--- config.mk ---
export PLATFORM = sky130hd
export DESIGN_NAME = rx_frame_controller
export DESIGN_NICKNAME = d
export VERILOG_FILES = /design/src/rtl/ISO14443A_pkg.sv /design/src/rtl/rx_fifo.sv /design/src/rtl/rx_frame_controller.sv
export SDC_FILE = /design/constraint.sdc
export NUM_CORES = 1
export LEC_CHECK = 0
export CAP_MARGIN = 20
export CELL_PAD_IN_SITES_DETAIL_PLACEMENT = 0
export CELL_PAD_IN_SITES_GLOBAL_PLACEMENT = 1
export CORE_ASPECT_RATIO = 1.2
export CORE_MARGIN = 1
export CORE_UTILIZATION = 40
export DETAILED_ROUTE_END_ITERATION = 8
export GPL_TIMING_DRIVEN = 1
export PLACE_DENSITY_LB_ADDON = 0.15
export SKIP_CTS_REPAIR_TIMING = 1
export SYNTH_ARGS = -nofsm -noshare
export SYNTH_HDL_FRONTEND = slang
export SYNTH_SLANG_ARGS = --single-unit
--- constraint.sdc ---
create_clock -name clk -period 6.54 [get_ports clk]
set_clock_uncertainty 0.1 [all_clocks]
set_input_delay 1.962 -clock clk [delete_from_list [all_inputs] [get_ports clk]]
set_output_delay 1.962 -clock clk [all_outputs]
set_load 0.005 [all_outputs]
--- src/rtl/ISO14443A_pkg.sv ---
// Shared types and defaults for the ISO14443A receive path.
package ISO14443A_pkg;

  typedef enum logic [2:0] {
    StIdle,
    StRx,
    StDiscard,
    StDrain,
    StDone
  } RxFrameState;

  localparam int unsigned DefaultMaxBytes  = 64;
  localparam int unsigned DefaultFifoDepth = 4;

  // One FIFO entry carries {data_bits, data}.
  localparam int unsigned RxEntryWidth = 11;

endpackage

--- src/rtl/rx_fifo.sv ---
// Synchronous FIFO with full/empty flags and a flush that empties it in one cycle.
module rx_fifo #(
  parameter int unsigned Width = 11,
  parameter int unsigned Depth = 4
) (
  input  logic             clk,
  input  logic             rst_n,
  input  logic             flush,
  input  logic             push,
  input  logic [Width-1:0] wdata,
  input  logic             pop,
  output logic [Width-1:0] rdata,
  output logic             full,
  output logic             empty
);

  localparam int unsigned AddrW = $clog2(Depth);
  localparam logic [AddrW:0] PtrOne = 1;

  logic [Width-1:0] mem_q [Depth];
  logic [AddrW:0]   wptr_q, rptr_q;

  // Extra pointer bit tells full from empty when the addresses match.
  assign empty = (wptr_q == rptr_q);
  assign full  = (wptr_q[AddrW] != rptr_q[AddrW]) &&
                 (wptr_q[AddrW-1:0] == rptr_q[AddrW-1:0]);
  assign rdata = mem_q[rptr_q[AddrW-1:0]];

  always_ff @(posedge clk or negedge rst_n) begin
    if (!rst_n) begin
      wptr_q <= '0;
      rptr_q <= '0;
      for (int i = 0; i < Depth; i++) begin
        mem_q[i] <= '0;
      end
    end else if (flush) begin
      wptr_q <= '0;
      rptr_q <= '0;
    end else begin
      if (push && !full) begin
        mem_q[wptr_q[AddrW-1:0]] <= wdata;
        wptr_q <= wptr_q + PtrOne;
      end
      if (pop && !empty) begin
        rptr_q <= rptr_q + PtrOne;
      end
    end
  end

endmodule

--- src/rtl/rx_frame_controller.sv ---
// Frames decoded bytes into a buffered stream for the upper layer and reports
// per-frame completion, error and byte count.
module rx_frame_controller
  import ISO14443A_pkg::*;
#(
  parameter int unsigned MAX_BYTES  = DefaultMaxBytes,
  parameter int unsigned FIFO_DEPTH = DefaultFifoDepth
) (
  input  logic       clk,
  input  logic       rst_n,
  input  logic       rx_enable,
  input  logic       soc,
  input  logic       eoc,
  input  logic [7:0] data,
  input  logic [2:0] data_bits,
  input  logic       data_valid,
  input  logic       sequence_error,
  input  logic       parity_error,
  output logic [7:0] rx_data,
  output logic [2:0] rx_data_bits,
  output logic       rx_valid,
  input  logic       rx_ready,
  output logic       frame_done,
  output logic       frame_error,
  output logic [7:0] frame_byte_count
);

  localparam logic [7:0] MaxCount = 8'(MAX_BYTES);

  RxFrameState state_q;
  logic [7:0]  cnt_q;
  logic        err_q;
  logic        frame_done_q, frame_error_q;
  logic [7:0]  frame_count_q;

  logic [RxEntryWidth-1:0] fifo_rdata;
  logic fifo_full, fifo_empty, fifo_push, fifo_pop;
  logic abort, rx_fault;

  // A new soc while a frame is open ends that frame as an error.
  assign abort    = soc && (state_q inside {StRx, StDiscard, StDrain});
  assign rx_fault = (state_q == StRx) &&
                    (sequence_error || parity_error ||
                     (data_valid && (fifo_full || (cnt_q == MaxCount))));
  assign fifo_push = (state_q == StRx) && data_valid && !rx_fault && !soc;
  assign fifo_pop  = !fifo_empty && rx_ready;

  rx_fifo #(
    .Width(RxEntryWidth),
    .Depth(FIFO_DEPTH)
  ) u_rx_fifo (
    .clk  (clk),
    .rst_n(rst_n),
    .flush(abort),
    .push (fifo_push),
    .wdata({data_bits, data}),
    .pop  (fifo_pop),
    .rdata(fifo_rdata),
    .full (fifo_full),
    .empty(fifo_empty)
  );

  assign rx_valid         = !fifo_empty;
  assign rx_data          = fifo_rdata[7:0];
  assign rx_data_bits     = fifo_rdata[10:8];
  assign frame_done       = frame_done_q;
  assign frame_error      = frame_error_q;
  assign frame_byte_count = frame_count_q;

  always_ff @(posedge clk or negedge rst_n) begin
    if (!rst_n) begin
      state_q       <= StIdle;
      cnt_q         <= '0;
      err_q         <= 1'b0;
      frame_done_q  <= 1'b0;
      frame_error_q <= 1'b0;
      frame_count_q <= '0;
    end else begin
      frame_done_q <= 1'b0;
      if (abort) begin
        frame_done_q  <= 1'b1;
        frame_error_q <= 1'b1;
        frame_count_q <= cnt_q;
        cnt_q         <= '0;
        err_q         <= 1'b0;
        state_q       <= rx_enable ? StRx : StIdle;
      end else begin
        unique case (state_q)
          StIdle, StDone: begin
            if (soc && rx_enable) begin
              state_q <= StRx;
              cnt_q   <= '0;
              err_q   <= 1'b0;
            end else begin
              state_q <= StIdle;
            end
          end
          StRx: begin
            // The fault check keeps cnt_q from ever passing MaxCount.
            if (rx_fault) begin
              err_q   <= 1'b1;
              state_q <= StDiscard;
            end else if (data_valid) begin
              cnt_q <= cnt_q + 8'd1;
            end
            if (eoc) begin
              state_q <= StDrain;
            end
          end
          StDiscard: begin
            if (eoc) begin
              state_q <= StDrain;
            end
          end
          StDrain: begin
            if (fifo_empty) begin
              state_q       <= StDone;
              frame_done_q  <= 1'b1;
              frame_error_q <= err_q || (cnt_q == 8'd0);
              frame_count_q <= cnt_q;
            end
          end
          default: state_q <= StIdle;
        endcase
      end
    end
  end

endmodule

==> results.toml, run 1 <==
[clock_network]
h-tree-depth = 3
clk-insertion-delay-late_ns = 0.34
cts.sinks = 72
clock-root-buffer = "clkbuf_8"
cts_buffers = 9
cts.reportedPaths.clkPinSlew_ns = 0.07
tritoncts = "yes"
ctsLongestPathBuffers = 2

[worst_setup_path]
worstRegToRegCells = 5
end_kind = "flip-flop"
rrSetupSlack_ns = 3.48
r2r-start = "u_rx_fifo.rptr_q[0]"
r2r_end = "u_rx_fifo.mem_q[29]"
worst-path-max-fanout = 11
critPathKind = "primary input to flip-flop"
arrival_ns = 4.65
crit_required_ns = 6.67
startpoint_type = "primary input"

[sta]
rsz0062_at_grt = "no"
setup_viol_count_final = 0
relSlewSlack_pct = 35.77
drv_slew = 0
tightest_slew_ns = 0.9635
finalCritPeriodShare_pct = 69.20
fmax_ghz = 0.2209
setup-tns-final_ns = 0
hold_viol = 0
min_period_ns = 4.526

[yosys]
synthAdderAreaFrac_pct = 2.461
syn_area_mm2 = 0.003558
synthXorXnorAreaFrac_pct = 1.723
synth_ff_type = "dfrtp_1"
synth_nets = 283
seq_area_frac_synth_pct = 50.63
synth_cells = 256
ys_types = 47
synth_compound_area_share_pct = 5.169
synth_simple_gate_area_share_pct = 9.669
synth_edf_count = 0
postSynthAreaPerCell_um2 = 13.90
synth_seq_cells = 72
ys_warn_count = 0
synthMuxAreaShare_pct = 27.74
async_flop_share_pct = 100.0
synth_top_family_by_area = "multiplexers"

[floorplan]
boundaryPins = 42
fp-row-count = 37
core_region_area_mm2 = 0.008611
die_w_um = 88.10
dieArea_mm2 = 0.009279
die_h_um = 105.3
start_util_pct = 41.33

[min_path]
min_path_type = "flip-flop to flip-flop"
hold-path-endpoint = "u_rx_fifo.mem_q[7]"
hold_depth = 1
min_from = "u_rx_fifo.mem_q[7]"

[final_layout]
final_core_util_pct = 49.72
layout.cells.non_filler = 421
final_layout_size_suffix_gt1_share_pct = 30.26
syn_to_final_growth_pct = 20.32
nets = 326
diodes = 0

[placement]
numPortBuffers = 41
dp.cells = 405
gp_congestion = 0.8675
dp_hpwl_um = 4672

[grt]
grt_pass1_wl_um = 11780
grt_max_degree = 40
gr-total-overflow = 0
grt_pass1_vias = 2317
antenna_found_initial = 0
grt_usage_pct = 17.05

[pwr]
power_density_mw_per_mm2 = 321.0
ir_drop_uv = 137.0
p_leak_nw = 2.010

[drt]
ant_nets = 0
vias = 2197
routed_wl_um = 6994
first_iter_violations = 38
viasPerCell = 5.219
first_pass_iters = 4
wire_per_inst_um = 16.61
drc = 0

[run_status]
outcome = "complete, no violations"

[job]
maxCapViolCount = 0
-- flip-flops by register name (all words and copies together) (netlist names) --
name	flops
err_q	1
u_rx_fifo.wptr_q	3
frame_error	1
cnt_q	8
u_rx_fifo.mem_q	44
frame_done	1
u_rx_fifo.rptr_q	3
state_q	3
frame_byte_count	8
-- area by class of cell --
| type | instances | area, um^2 |
|---|---|---|
| multi-input cells | 167 | 1664 |
| well taps | 117 | 146.4 |
| flip-flops and latches | 72 | 1802 |
| inverters | 7 | 26.28 |
| clock inverters | 5 | 78.83 |
| clock buffers | 11 | 151.4 |
| fillers | 809 | 4329 |
| repair buffers | 42 | 412.9 |
-- cells in the mapped netlist, types with 5 or more instances --
| master | instances | area share, % |
|---|---|---|
| ha_1 | 7 | 2.5 |
| inv_1 | 7 | 0.74 |
| mux2_2 | 23 | 7.3 |
| mux4_2 | 11 | 7.0 |
| a21oi_1 | 5 | 0.70 |
| mux2_4 | 30 | 13 |
| nor3_1 | 9 | 1.3 |
| o21ai_0 | 7 | 0.98 |
| nor2_1 | 13 | 1.4 |
| dfrtp_1 | 72 | 51 |
| nand2_1 | 8 | 0.84 |
-- logic make-up (layout without fill, tap and decap cells) --
| group | Yosys count | after routing |
|---|---|---|
| simple gates | 59 | 59 |
| buf+inv | 17 | 65 |
| fa+ha+maj | 7 | 7 |
| mux | 67 | 67 |
| flops | 72 | 72 |
| xor+xnor | 7 | 7 |
| compound gates | 27 | 27 |
-- worst max-delay path by stage --
stage                     start                  end  cells past startpoint
final                       soc  u_rx_fifo.mem_q[29]                      5
after detailed placement    soc  u_rx_fifo.mem_q[35]                      5
after floorplan             soc  u_rx_fifo.mem_q[11]                      6
after global routing        soc  u_rx_fifo.mem_q[36]                      5
after CTS                   soc  u_rx_fifo.mem_q[35]                      5
after global placement      soc  u_rx_fifo.mem_q[43]                      5
-- worst max-delay path, cell delays in order --
cell             delay (ns)
clkdlybuf4s50_1        0.52
or4b_1                 0.67
nor4_4                 0.66
nand2_2                0.43
mux2_4                 0.40
-- power breakdown --
part           total (mW)  switching (mW)  internal (mW)
sequential          0.583          0.0753          0.508
combinational       0.388           0.145          0.243
clock               0.403           0.168          0.235
total                1.37           0.388          0.986
-- cells in the final DEF (no fill, tap or decap), types with 3 or more instances in the layout --
cell              n
dfrtp_1          72
clkdlybuf4s50_1  40
mux2_4           30
mux2_2           23
nor2_1           13
mux4_2           11
clkbuf_8         11
nor3_1            9
nand2_1           8
inv_1             7
o21ai_0           7
ha_1              7
a21oi_1           5
xnor2_1           4
nand3_1           4
or4_1             3
nand2_2           3
mux2i_1           3
xor2_1            3
and3_1            3
-- stage by stage --
stage | setup WS [ns] | hold slack, ns | cell area (um^2) | total power [mW]
final | 2.014 | 0.4058 | 4282 | 1.374
after global routing | 1.867 | 0.4238 | 4282 | 1.453
after CTS | 1.989 | 0.4066 | 4282 | 1.393
after detailed placement | 1.614 | 0.3903 | 4051 | 0.9872
after global placement | 1.628 | 0.3822 | 4051 | 0.9836
after floorplan | 2.654 | 0.3738 | 3558 | 0.8228
-- per-layer routing --
layer / GRT usage, % / share of wire [%]
met3: 3.211 / 2.7
met5: 0 / 0
met4: 8.295 / 2.2
met1: 21.55 / 46
met2: 27.74 / 49
Power figures use the tool's default switching activity.
==> run 2, diff against run 1 <==
==> constraint.sdc (replaced) <==
create_clock -name clk -period 4.05 [get_ports clk]
set_clock_uncertainty 0.1 [all_clocks]
set_input_delay 1.215 -clock clk [delete_from_list [all_inputs] [get_ports clk]]
set_output_delay 1.215 -clock clk [all_outputs]
set_load 0.005 [all_outputs]
==> run 2 against run 1 <==
- routed wire length is 0.54% lower
- sequential power is 57% higher
- register-to-register slack worse by 2.1 ns
- sequential share of layout area is 0.32 points higher
- worst hold slack worse by 0.0034 ns
- worst setup slack worse by 1.4 ns
- power is 51% higher
- combinational power is 74% higher
- utilization is 0.38 points lower
- final area is 0.76% lower
- critical path depth is 2 lower
- highest routed layer unchanged
==> results.toml, run 2 (synthesis results as in run 1) <==
[run_status]
outcome = "complete, no violations"

[worst_setup_path]
arrival_ns = 2.11
crit_required_ns = 2.73
rrSetupSlack_ns = 1.41
critical_path.slowest_cell = "dfrtp_1"
crit_buf_inv = 1
crit_family = "flip-flops"
cp_cell_sequence = "xnor2_1, nand3_1, clkdlybuf4s50_1"
end_kind = "output pin"
r2r-start = "state_q[1]"
r2r_end = "u_rx_fifo.mem_q[42]"
critPathKind = "flip-flop to output pin"
slowest_delay_ns = 0.78
startpoint_type = "flip-flop"
worst-path-max-fanout = 14
worstRegToRegCells = 4

[job]
maxCapViolCount = 0

[sta]
tightest_slew_ns = 0.9162
fin_ws_ns = 0.6222
relSlewSlack_pct = 38.92
drv_slew = 0
hold_viol = 0
setup_viol_count_final = 0
finalCritPeriodShare_pct = 84.64
setup-tns-final_ns = 0
rsz0062_at_grt = "no"
min_period_ns = 3.428
fmax_ghz = 0.2917

[grt]
grt_pass1_vias = 2226
grt_pass1_wl_um = 11560
antenna_found_initial = 0
grt_max_degree = 73
gr-total-overflow = 0
grt_usage_pct = 16.56

[final_layout]
fillers = 817
largest_register = "u_rx_fifo.mem_q"
largest_register_ffs = 44
final_common_cell = "dfrtp_1"
post-route-cell-area_mm2 = 0.004249
layout.cells.non_filler = 424
final_cell_mix = "dfrtp_1, clkdlybuf4s50_1, mux2_4, mux2_2, nor2_1"
syn_to_final_growth_pct = 19.41
final_layout_size_suffix_gt1_share_pct = 30.94
nets = 331
diodes = 0

[floorplan]
die_w_um = 88.10
dieArea_mm2 = 0.009279
core_region_area_mm2 = 0.008611
start_util_pct = 41.33
fp-row-count = 37
die_h_um = 105.3
boundaryPins = 42

[drt]
drc = 0
ant_nets = 0
first_pass_iters = 4
first_iter_violations = 68
wire_per_inst_um = 16.41
routed_wl_um = 6956
viasPerCell = 5.245
vias = 2224

[clock_network]
cts.sinks = 72
h-tree-depth = 3
clock-root-buffer = "clkbuf_8"
cts_buffers = 9
ctsLongestPathBuffers = 2
clk-insertion-delay-late_ns = 0.34
cts.reportedPaths.clkPinSlew_ns = 0.07
tritoncts = "yes"

[pwr]
power_density_mw_per_mm2 = 488.2
ir_drop_uv = 184.0
p_leak_nw = 1.999

[min_path]
hold-path-endpoint = "u_rx_fifo.mem_q[0]"
min_path_type = "flip-flop to flip-flop"
hold_depth = 1
min_from = "u_rx_fifo.mem_q[0]"

[placement]
dp.cells = 410
numPortBuffers = 41
gp_congestion = 0.8027
post-place-ws_ns = 0.3074
dp_hpwl_um = 4674
place_area_mm2 = 0.004089
run 2: cell types whose count changed in the layout (fill, tap and decap cells not counted), sizes merged:
cell,before,now
bufinv,2,0
clkinvlp,0,1
buf,2,7
clkbuf,11,10
run 2: final cells by class:
type	instances	area, um^2	area share (%)
inverter	7	26.28	0.6184
sequential	72	1802	42.40
tap	117	146.4	3.445
clock buffer	10	137.6	3.239
clock inverter	4	22.52	0.5300
multi-input combinational	167	1664	39.16
timing repair buffer	47	450.4	10.60
run 2: metrics by stage:
| stage | hold slack [ns] | power [mW] | utilization, % |
|---|---|---|---|
| after floorplan | 0.3738 | 1.329 | - |
| after global placement | 0.3818 | 1.609 | 47.49 |
| after detailed placement | 0.3899 | 1.615 | 47.49 |
| after CTS | 0.4066 | 2.110 | 49.35 |
| after global routing | 0.4113 | 2.197 | 49.35 |
| final | 0.4024 | 2.075 | 49.35 |
run 2: power by group:
group / switching (mW) / internal, mW
clock network: 0.256 / 0.229
logic: 0.271 / 0.404
registers: 0.0935 / 0.821
run 2: metal layers:
layer	up-vias	GRT usage [%]	part of all wire, %
met5	-	0	0
met4	0	6.567	1.6
met3	10	2.349	2.4
met2	39	26.36	49
met1	1135	22.68	47
li1	1040	-	-
run 2: worst reg2reg max path, delay by kind of cell (launching register included):
kind / cells / cell delay, ns
flip-flops: 1 / 0.50
AND/OR/NAND/NOR: 3 / 1.53
multiplexers: 1 / 0.40
run 2: worst max path at each step:
stage | start | slack (ns) | end | cells past startpoint
after global routing | u_rx_fifo.rptr_q[1] | 0.50 | rx_valid | 3
after global placement | soc | 0.34 | u_rx_fifo.mem_q[39] | 5
after CTS | u_rx_fifo.rptr_q[1] | 0.58 | rx_valid | 3
final | u_rx_fifo.rptr_q[1] | 0.62 | rx_valid | 3
after floorplan | soc | 0.91 | u_rx_fifo.mem_q[11] | 6
after detailed placement | soc | 0.31 | u_rx_fifo.mem_q[43] | 5
